## src/rtl/mem_arb_pkg.sv

```systemverilog
// Shared types for the unified memory arbiter: FSM state encoding
// and RISC-V load/store funct3 codes.
package mem_arb_pkg;

    typedef enum logic [1:0] {
        IDLE,
        DWAIT,
        FWAIT,
        DONE
    } state_t;

    localparam logic [2:0] F3_B  = 3'b000;
    localparam logic [2:0] F3_H  = 3'b001;
    localparam logic [2:0] F3_W  = 3'b010;
    localparam logic [2:0] F3_BU = 3'b100;
    localparam logic [2:0] F3_HU = 3'b101;

endpackage

```

## src/rtl/mem_load_align.sv

```systemverilog
// Load alignment: picks the byte/half addressed by a[1:0] out of a RAM word
// and sign- or zero-extends it according to funct3.
module mem_load_align
    import mem_arb_pkg::*;
(
    input  logic [2:0]  funct3,
    input  logic [1:0]  a,
    input  logic [31:0] word,
    output logic [31:0] result
);

    logic [7:0]  lane_b;
    logic [15:0] lane_h;

    assign lane_b = word[{a, 3'b000} +: 8];
    assign lane_h = a[1] ? word[31:16] : word[15:0];

    always_comb begin
        result = word;
        case (funct3)
            F3_B:    result = {{24{lane_b[7]}}, lane_b};
            F3_BU:   result = {24'h0, lane_b};
            F3_H:    result = {{16{lane_h[15]}}, lane_h};
            F3_HU:   result = {16'h0, lane_h};
            default: result = word;
        endcase
    end

endmodule

```

## src/rtl/unified_mem_arbiter.sv

```systemverilog
// Serialises MEM-stage data access and IF-stage fetch onto one RAM port.
// Optional misaligned-access trapping is enabled with MISALIGN_TRAP_EN.
module unified_mem_arbiter
    import mem_arb_pkg::*;
#(
    parameter int          ADDR_W   = 10,
    parameter logic [31:0] NOP_INSN = 32'h00000033
) (
    input  logic              clk,
    input  logic              rst,
    input  logic              if_req,
    input  logic [31:0]       if_addr,
    output logic [31:0]       if_rdata,
    input  logic              d_req,
    input  logic              d_we,
    input  logic [2:0]        d_funct3,
    input  logic [31:0]       d_addr,
    input  logic [31:0]       d_wdata,
    output logic [31:0]       d_rdata,
    output logic              d_misalign,
    output logic              done,
    output logic              stall,
    output logic              ram_en,
    output logic [3:0]        ram_we,
    output logic [ADDR_W-1:0] ram_addr,
    output logic [31:0]       ram_wdata,
    input  logic [31:0]       ram_rdata
);

    state_t      state;
    logic        misalign;
    logic        mis_q;
    logic [3:0]  st_we;
    logic [31:0] st_wdata;
    logic [31:0] ld_data;
    logic        unused;

    assign unused = ^{if_addr[1:0], if_addr[31:ADDR_W+2], d_addr[31:ADDR_W+2]};

`ifdef MISALIGN_TRAP_EN
    always_comb begin
        misalign = 1'b0;
        case (d_funct3)
            F3_B, F3_BU: misalign = 1'b0;
            F3_H, F3_HU: misalign = d_addr[0];
            default:     misalign = |d_addr[1:0];
        endcase
    end
`else
    assign misalign = 1'b0;
`endif

    always_comb begin
        st_we    = 4'b1111;
        st_wdata = d_wdata;
        case (d_funct3)
            F3_B, F3_BU: begin
                st_we    = 4'b0001 << d_addr[1:0];
                st_wdata = {4{d_wdata[7:0]}};
            end
            F3_H, F3_HU: begin
                st_we    = 4'b0011 << {d_addr[1], 1'b0};
                st_wdata = {2{d_wdata[15:0]}};
            end
            default: begin
                st_we    = 4'b1111;
                st_wdata = d_wdata;
            end
        endcase
    end

    // Reset gates the port so no access escapes while the FSM is being cleared.
    always_comb begin
        ram_en    = 1'b0;
        ram_we    = 4'b0000;
        ram_addr  = if_addr[ADDR_W+1:2];
        ram_wdata = st_wdata;
        if (!rst) begin
            case (state)
                IDLE: begin
                    if (d_req) begin
                        ram_en   = !misalign;
                        ram_we   = (d_we && !misalign) ? st_we : 4'b0000;
                        ram_addr = d_addr[ADDR_W+1:2];
                    end else if (if_req) begin
                        ram_en = 1'b1;
                    end
                end
                DWAIT:   ram_en = if_req;
                default: ram_en = 1'b0;
            endcase
        end
    end

    assign stall = (state != DONE) && (state != IDLE || if_req || d_req);

    mem_load_align u_align (
        .funct3 (d_funct3),
        .a      (d_addr[1:0]),
        .word   (ram_rdata),
        .result (ld_data)
    );

    always_ff @(posedge clk) begin
        if (rst) begin
            state      <= IDLE;
            if_rdata   <= NOP_INSN;
            d_rdata    <= 32'h0;
            done       <= 1'b0;
            d_misalign <= 1'b0;
            mis_q      <= 1'b0;
        end else begin
            done       <= 1'b0;
            d_misalign <= 1'b0;
            case (state)
                IDLE: begin
                    if (d_req) begin
                        mis_q <= misalign;
                        state <= DWAIT;
                    end else if (if_req) begin
                        state <= FWAIT;
                    end
                end
                DWAIT: begin
                    if (mis_q)
                        d_rdata <= 32'h0;
                    else if (!d_we)
                        d_rdata <= ld_data;
                    if (if_req) begin
                        state <= FWAIT;
                    end else begin
                        state      <= DONE;
                        done       <= 1'b1;
                        d_misalign <= mis_q;
                    end
                end
                FWAIT: begin
                    if_rdata   <= ram_rdata;
                    state      <= DONE;
                    done       <= 1'b1;
                    d_misalign <= mis_q;
                end
                default: begin
                    state <= IDLE;
                    mis_q <= 1'b0;
                end
            endcase
        end
    end

endmodule

```

## config.mk

```make
export PLATFORM = sky130hd
export DESIGN_NAME = unified_mem_arbiter
export DESIGN_NICKNAME = d
export VERILOG_FILES = /design/src/rtl/mem_arb_pkg.sv /design/src/rtl/mem_load_align.sv /design/src/rtl/unified_mem_arbiter.sv
export SDC_FILE = /design/constraint.sdc
export NUM_CORES = 1
export LEC_CHECK = 0
export BUFFER_PORTS_ARGS = -buffer_cell sky130_fd_sc_hd__buf_2
export CAP_MARGIN = 40
export CORE_ASPECT_RATIO = 0.75
export CORE_MARGIN = 2
export CORE_UTILIZATION = 44
export CTS_CLUSTER_DIAMETER = 60
export DETAILED_ROUTE_END_ITERATION = 8
export PLACE_DENSITY_LB_ADDON = 0.12
export SLEW_MARGIN = 15
export SYNTH_ARGS = -nofsm -noshare
export SYNTH_HDL_FRONTEND = slang
export SYNTH_HIERARCHICAL = 1
export SYNTH_SLANG_ARGS = --single-unit
```

## constraint.sdc

```tcl
create_clock -name clk -period 2.1 [get_ports clk]
set_input_delay 0.42 -clock clk [delete_from_list [all_inputs] [get_ports clk]]
set_output_delay 0.42 -clock clk [all_outputs]
set_load 0.02 [all_outputs]
```

==> flow_summary.rst <==
.. list-table::
   :header-rows: 1

   * - Metric
     - Value
   * - Comb pwr share
     - 0.327
   * - Kind of critical path
     - flip-flop to output port
   * - Clk sink count
     - 67
   * - CP max-delay cell
     - sky130_fd_sc_hd__dfxtp_4
   * - Number of cells traversed by the worst register-to-register path
     - 8
   * - Reported net switching power
     - roughly 0.0015 W
   * - Proportion of power drawn by flip-flops and latches
     - 0.311
   * - FF-to-FF Start
     - state[1]$_SDFFE_PP0P_
   * - Cell depth of the worst setup path
     - 6
   * - Max frequency
     - around 500 MHz
   * - Setup slack of the worst register-to-register path
     - roughly 0.48 ns
   * - Residual antenna-violating net count after detailed routing
     - 0
   * - Antenna violations before repair
     - 0
   * - Worst-case clock buffer depth
     - 2
   * - Area growth syn-to-layout
     - 37.7%
   * - Mean routed wirelength per cell
     - ~16 µm
   * - Number of clock buffers inserted by TritonCTS
     - 9
   * - Number of instances in the synthesized netlist
     - 450
   * - DRT iter0 DRCs
     - roughly 230
   * - Die Span Y
     - slightly below 90 µm
   * - Family with the most delay on the worst path
     - flip-flops
   * - Worst setup path startpoint
     - state[1]$_SDFFE_PP0P_
   * - Critical Path Sink Type
     - output port
   * - Seq/Total Area, Yosys
     - 0.334
   * - Clock transition at the registers of the reported paths
     - 0.06 ns
   * - HPWL after DPL
     - 9300 µm
   * - Total wire length after detailed routing
     - approximately 12000 µm
   * - Delay of the slowest cell on the worst path
     - roughly 0.36 ns
   * - Req. time, crit path
     - around 1.7 ns
   * - Number of fill cells
     - ~830
   * - Biggest area consumer among synthesized cells
     - sky130_fd_sc_hd__dfxtp_1
   * - Max-Cap Viols
     - 0
   * - Die span in x
     - approximately 110 µm
   * - Count of endpoints failing setup in the final report
     - 0
   * - Register bit count reported by yosys
     - 67
   * - Top-level port count
     - 250
   * - Routability congestion estimate
     - roughly 0.88
   * - Dominant cells by area after synthesis
     - sky130_fd_sc_hd__dfxtp_1 33%, sky130_fd_sc_hd__mux2i_1 10%, sky130_fd_sc_hd__nand2_1 7.4%
   * - DRC violation count after routing
     - 0
   * - Number of global-route vias before repair
     - approximately 3700
   * - Setup Skew
     - around 0.0054 ns
   * - Result of the run
     - finished, final reports clean
   * - Clk pwr share
     - 0.362
   * - Layout cells sized above 1
     - 0.467
   * - Hold bufs inserted after CTS
     - 0
   * - Setup Total Neg Slack
     - 0 ns
   * - Via-to-Cell Ratio
     - about 5.2
   * - Count of distinct cell types in the synthesized netlist
     - 42
   * - Initial cell density of the core
     - 0.448
   * - Routing usage on met2
     - 0.422
   * - Nets
     - between 700 and 800
   * - Critical Path End
     - ram_addr[7]
   * - Global-route track usage on met3
     - 0.0678
   * - Max-slew violation total from the final report
     - 0
   * - Total track usage
     - 0.250
   * - Top cell by count, worst path
     - sky130_fd_sc_hd__buf_6
   * - Clock latency reported for the late side of the worst-skew pair
     - approximately 0.33 ns
   * - Number of H-tree levels
     - 3
   * - Share of the clock period used by the worst path after layout
     - 0.981
   * - Cell breakdown of the critical path
     - inv_4 > ha_4 > nand3b_1 > buf_6 > mux2_4 > buf_6
   * - Global-route wire length before repair
     - around 19000 µm
   * - Vias
     - around 4000
   * - Cell leakage power
     - 2.61 nW
   * - Worst hold-check path type
     - input pin to flip-flop
   * - Yosys warnings
     - 6
   * - Busiest layer in global routing
     - met2
   * - RSZ-0062 raised after global routing
     - true
   * - Clock tree from TritonCTS
     - done
   * - VDD IR-drop max
     - 0.000461 V
   * - Total of buffers placed on input and output ports
     - 206
   * - Arr. time, crit path
     - between 1.5 and 2 ns
   * - Highest net fanout along the worst path
     - 5
   * - Cell Pwr Density
     - 858 nW/µm²
   * - Post-layout instance count excluding filler cells
     - ~760
   * - Placement Rows
     - 30
   * - Fraction of power spent switching nets
     - 0.317
   * - Int Power
     - ~0.0032 W
   * - Antenna diode instance count
     - 0
   * - Crit path buf inv count
     - 3
   * - Area share of the leading cell type in the synthesized netlist
     - 0.334
   * - R2R Path End
     - d_rdata[16]$_SDFFE_PP0P_
   * - Root buffer selected by CTS
     - sky130_fd_sc_hd__clkbuf_16
   * - Die Footprint
     - between 9000 and 10000 µm²
   * - Floorplan Core Area
     - around 9000 µm²
   * - Total power
     - ~0.0048 W
   * - Placed Cells incl. Taps
     - approximately 740
   * - Hold Vio Cnt, Final
     - 0
   * - Final critical delay including setup and external delays
     - about 2 ns
   * - Syn_area_per_cell
     - just under 9 µm²
   * - Global routing usage on met1
     - 0.319
   * - Pin count of the biggest net entering global routing
     - 47
   * - Number of nets produced by synthesis
     - around 590
   * - Global route total overflow
     - 0
   * - Startpoint Class
     - flip-flop
   * - Post-synthesis instance area
     - slightly above 4000 µm²
   * - Drt pass-1 iters
     - 4
## cells by family (layout without fill, tap and decap cells)
kind of cell	after synthesis	in the layout	synth area share
muxes	73	73	0.202
DFF	67	67	0.334
other	1	1	0.000933
AOI/OAI and AO/OA	105	105	0.203
buffers and inverters	50	251	0.0772
and+or+nand+nor	149	149	0.169
adders and majority gates	5	5	0.0156
## worst register-to-register path, delay by kind of cell (launching register included)
| kind | cells | cell delay (ns) |
|---|---|---|
| AO/OA/AOI/OAI | 1 | 0.16 |
| adder cells (fa/ha/maj) | 1 | 0.23 |
| buffers and inverters | 4 | 0.59 |
| flip-flops | 1 | 0.36 |
| AND/OR/NAND/NOR | 2 | 0.20 |
## worst min-delay path by stage
stage                             start                        to  slack, ns  depth (start not counted)
3_5_place_dp    d_rdata[1]$_SDFFE_PP0P_   d_rdata[1]$_SDFFE_PP0P_       0.44                          2
5_1_grt                    ram_rdata[1]  if_rdata[1]$_SDFFE_PP1P_       0.33                          2
2_1_floorplan     state[0]$_SDFFE_PP0P_     state[0]$_SDFFE_PP0P_       0.52                          2
6_report                   ram_rdata[1]  if_rdata[1]$_SDFFE_PP1P_       0.35                          2
3_3_place_gp   d_rdata[27]$_SDFFE_PP0P_  d_rdata[27]$_SDFFE_PP0P_       0.44                          2
4_1_cts                    ram_rdata[1]  if_rdata[1]$_SDFFE_PP1P_       0.33                          2
## final cells by class
cell class	instances	area, µm²	share of cell area
tap	112	140	0.0253
timing repair buffer	228	1290	0.234
multi-input combinational	333	2390	0.431
sequential	67	1350	0.243
inverter	7	28.8	0.00520
clock buffer	9	225	0.0407
clock inverter	7	116	0.0210
## layout by cell type, fill, tap and decap left out, types with 4 or more instances in the layout
master | Yosys | layout
sky130_fd_sc_hd__buf_4 | 19 | 19
sky130_fd_sc_hd__buf_6 | 5 | 12
sky130_fd_sc_hd__o221ai_1 | 5 | 5
sky130_fd_sc_hd__a211o_1 | 4 | 4
sky130_fd_sc_hd__nor2_1 | 35 | 35
sky130_fd_sc_hd__mux2_2 | 20 | 20
sky130_fd_sc_hd__nand2_1 | 79 | 79
sky130_fd_sc_hd__o21ai_0 | 12 | 12
sky130_fd_sc_hd__a21oi_1 | 47 | 47
sky130_fd_sc_hd__buf_2 | 11 | 195
sky130_fd_sc_hd__dfxtp_1 | 67 | 65
sky130_fd_sc_hd__a2bb2oi_1 | 6 | 6
sky130_fd_sc_hd__mux2_4 | 11 | 11
sky130_fd_sc_hd__mux2i_1 | 42 | 42
sky130_fd_sc_hd__a221o_1 | 6 | 6
sky130_fd_sc_hd__nor2b_1 | 18 | 17
sky130_fd_sc_hd__a2bb2oi_2 | 14 | 14
sky130_fd_sc_hd__inv_1 | 6 | 4
sky130_fd_sc_hd__clkbuf_16 | 0 | 9
## routing by layer
metal  up-vias  routed length, µm  share of wire
met2       166               6060           0.49
li1       1953                  -              -
met3         8                949          0.076
met4         0                125          0.010
met1      1840               5310           0.43
met5         -                  0              0
## sequential cells by signal, indices dropped and copies added (netlist names)
signal    flops
d_rdata      32
if_rdata     32
state         2
done          1
## power groups by stage
stage | Sequential (W) | Combinational (W) | Clock [W]
floorplan | 0.00166 | 0.000855 | 0
global placement | 0.00150 | 0.00146 | 0
detailed placement | 0.00150 | 0.00148 | 0
CTS | 0.00148 | 0.00159 | 0.00176
global route | 0.00149 | 0.00168 | 0.00182
finish | 0.00148 | 0.00155 | 0.00172
## what timing repair did
item                                    in CTS  in global routing
resized for setup                           30                  2
cloned                                       1                  0
endpoints found under the setup margin      12                 14
buffers inserted                             6                  1
pin swaps                                    0                  2
## synthesized netlist by cell type, drive strengths merged
| cell | instances |
|---|---|
| a211o | 4 |
| a211oi | 1 |
| a21oi | 47 |
| a221o | 6 |
| a221oi | 1 |
| a22o | 2 |
| a22oi | 2 |
| a2bb2oi | 20 |
| and3 | 2 |
| buf | 35 |
| clkbuf | 8 |
| clkinv | 1 |
| conb | 1 |
| dfxtp | 67 |
| ha | 5 |
| inv | 6 |
| mux2 | 31 |
| mux2i | 42 |
| nand2 | 79 |
| nand2b | 3 |
| nand3b | 1 |
| nand4b | 1 |
| nor2 | 36 |
| nor2b | 18 |
| nor3 | 1 |
| nor3b | 4 |
| nor4b | 1 |
| o21a | 3 |
| o21ai | 13 |
| o221ai | 5 |
| o31a | 1 |
| or2b | 1 |
| or3b | 2 |
## metrics by stage
| step | setup WS, ns | util | hold slack (ns) | cell area, µm² |
|---|---|---|---|---|
| 2_1_floorplan | 0.354 | - | 0.522 | 4020 |
| 3_5_place_dp | 0.223 | 0.566 | 0.444 | 5080 |
| 5_1_grt | -0.00256 | 0.617 | 0.331 | 5540 |
| 4_1_cts | -0.0200 | 0.622 | 0.330 | 5580 |
| 3_3_place_gp | 0.255 | 0.566 | 0.444 | 5080 |
| 6_report | 0.0409 | 0.617 | 0.345 | 5540 |
Note: power is estimated with default switching activity, not from simulation.
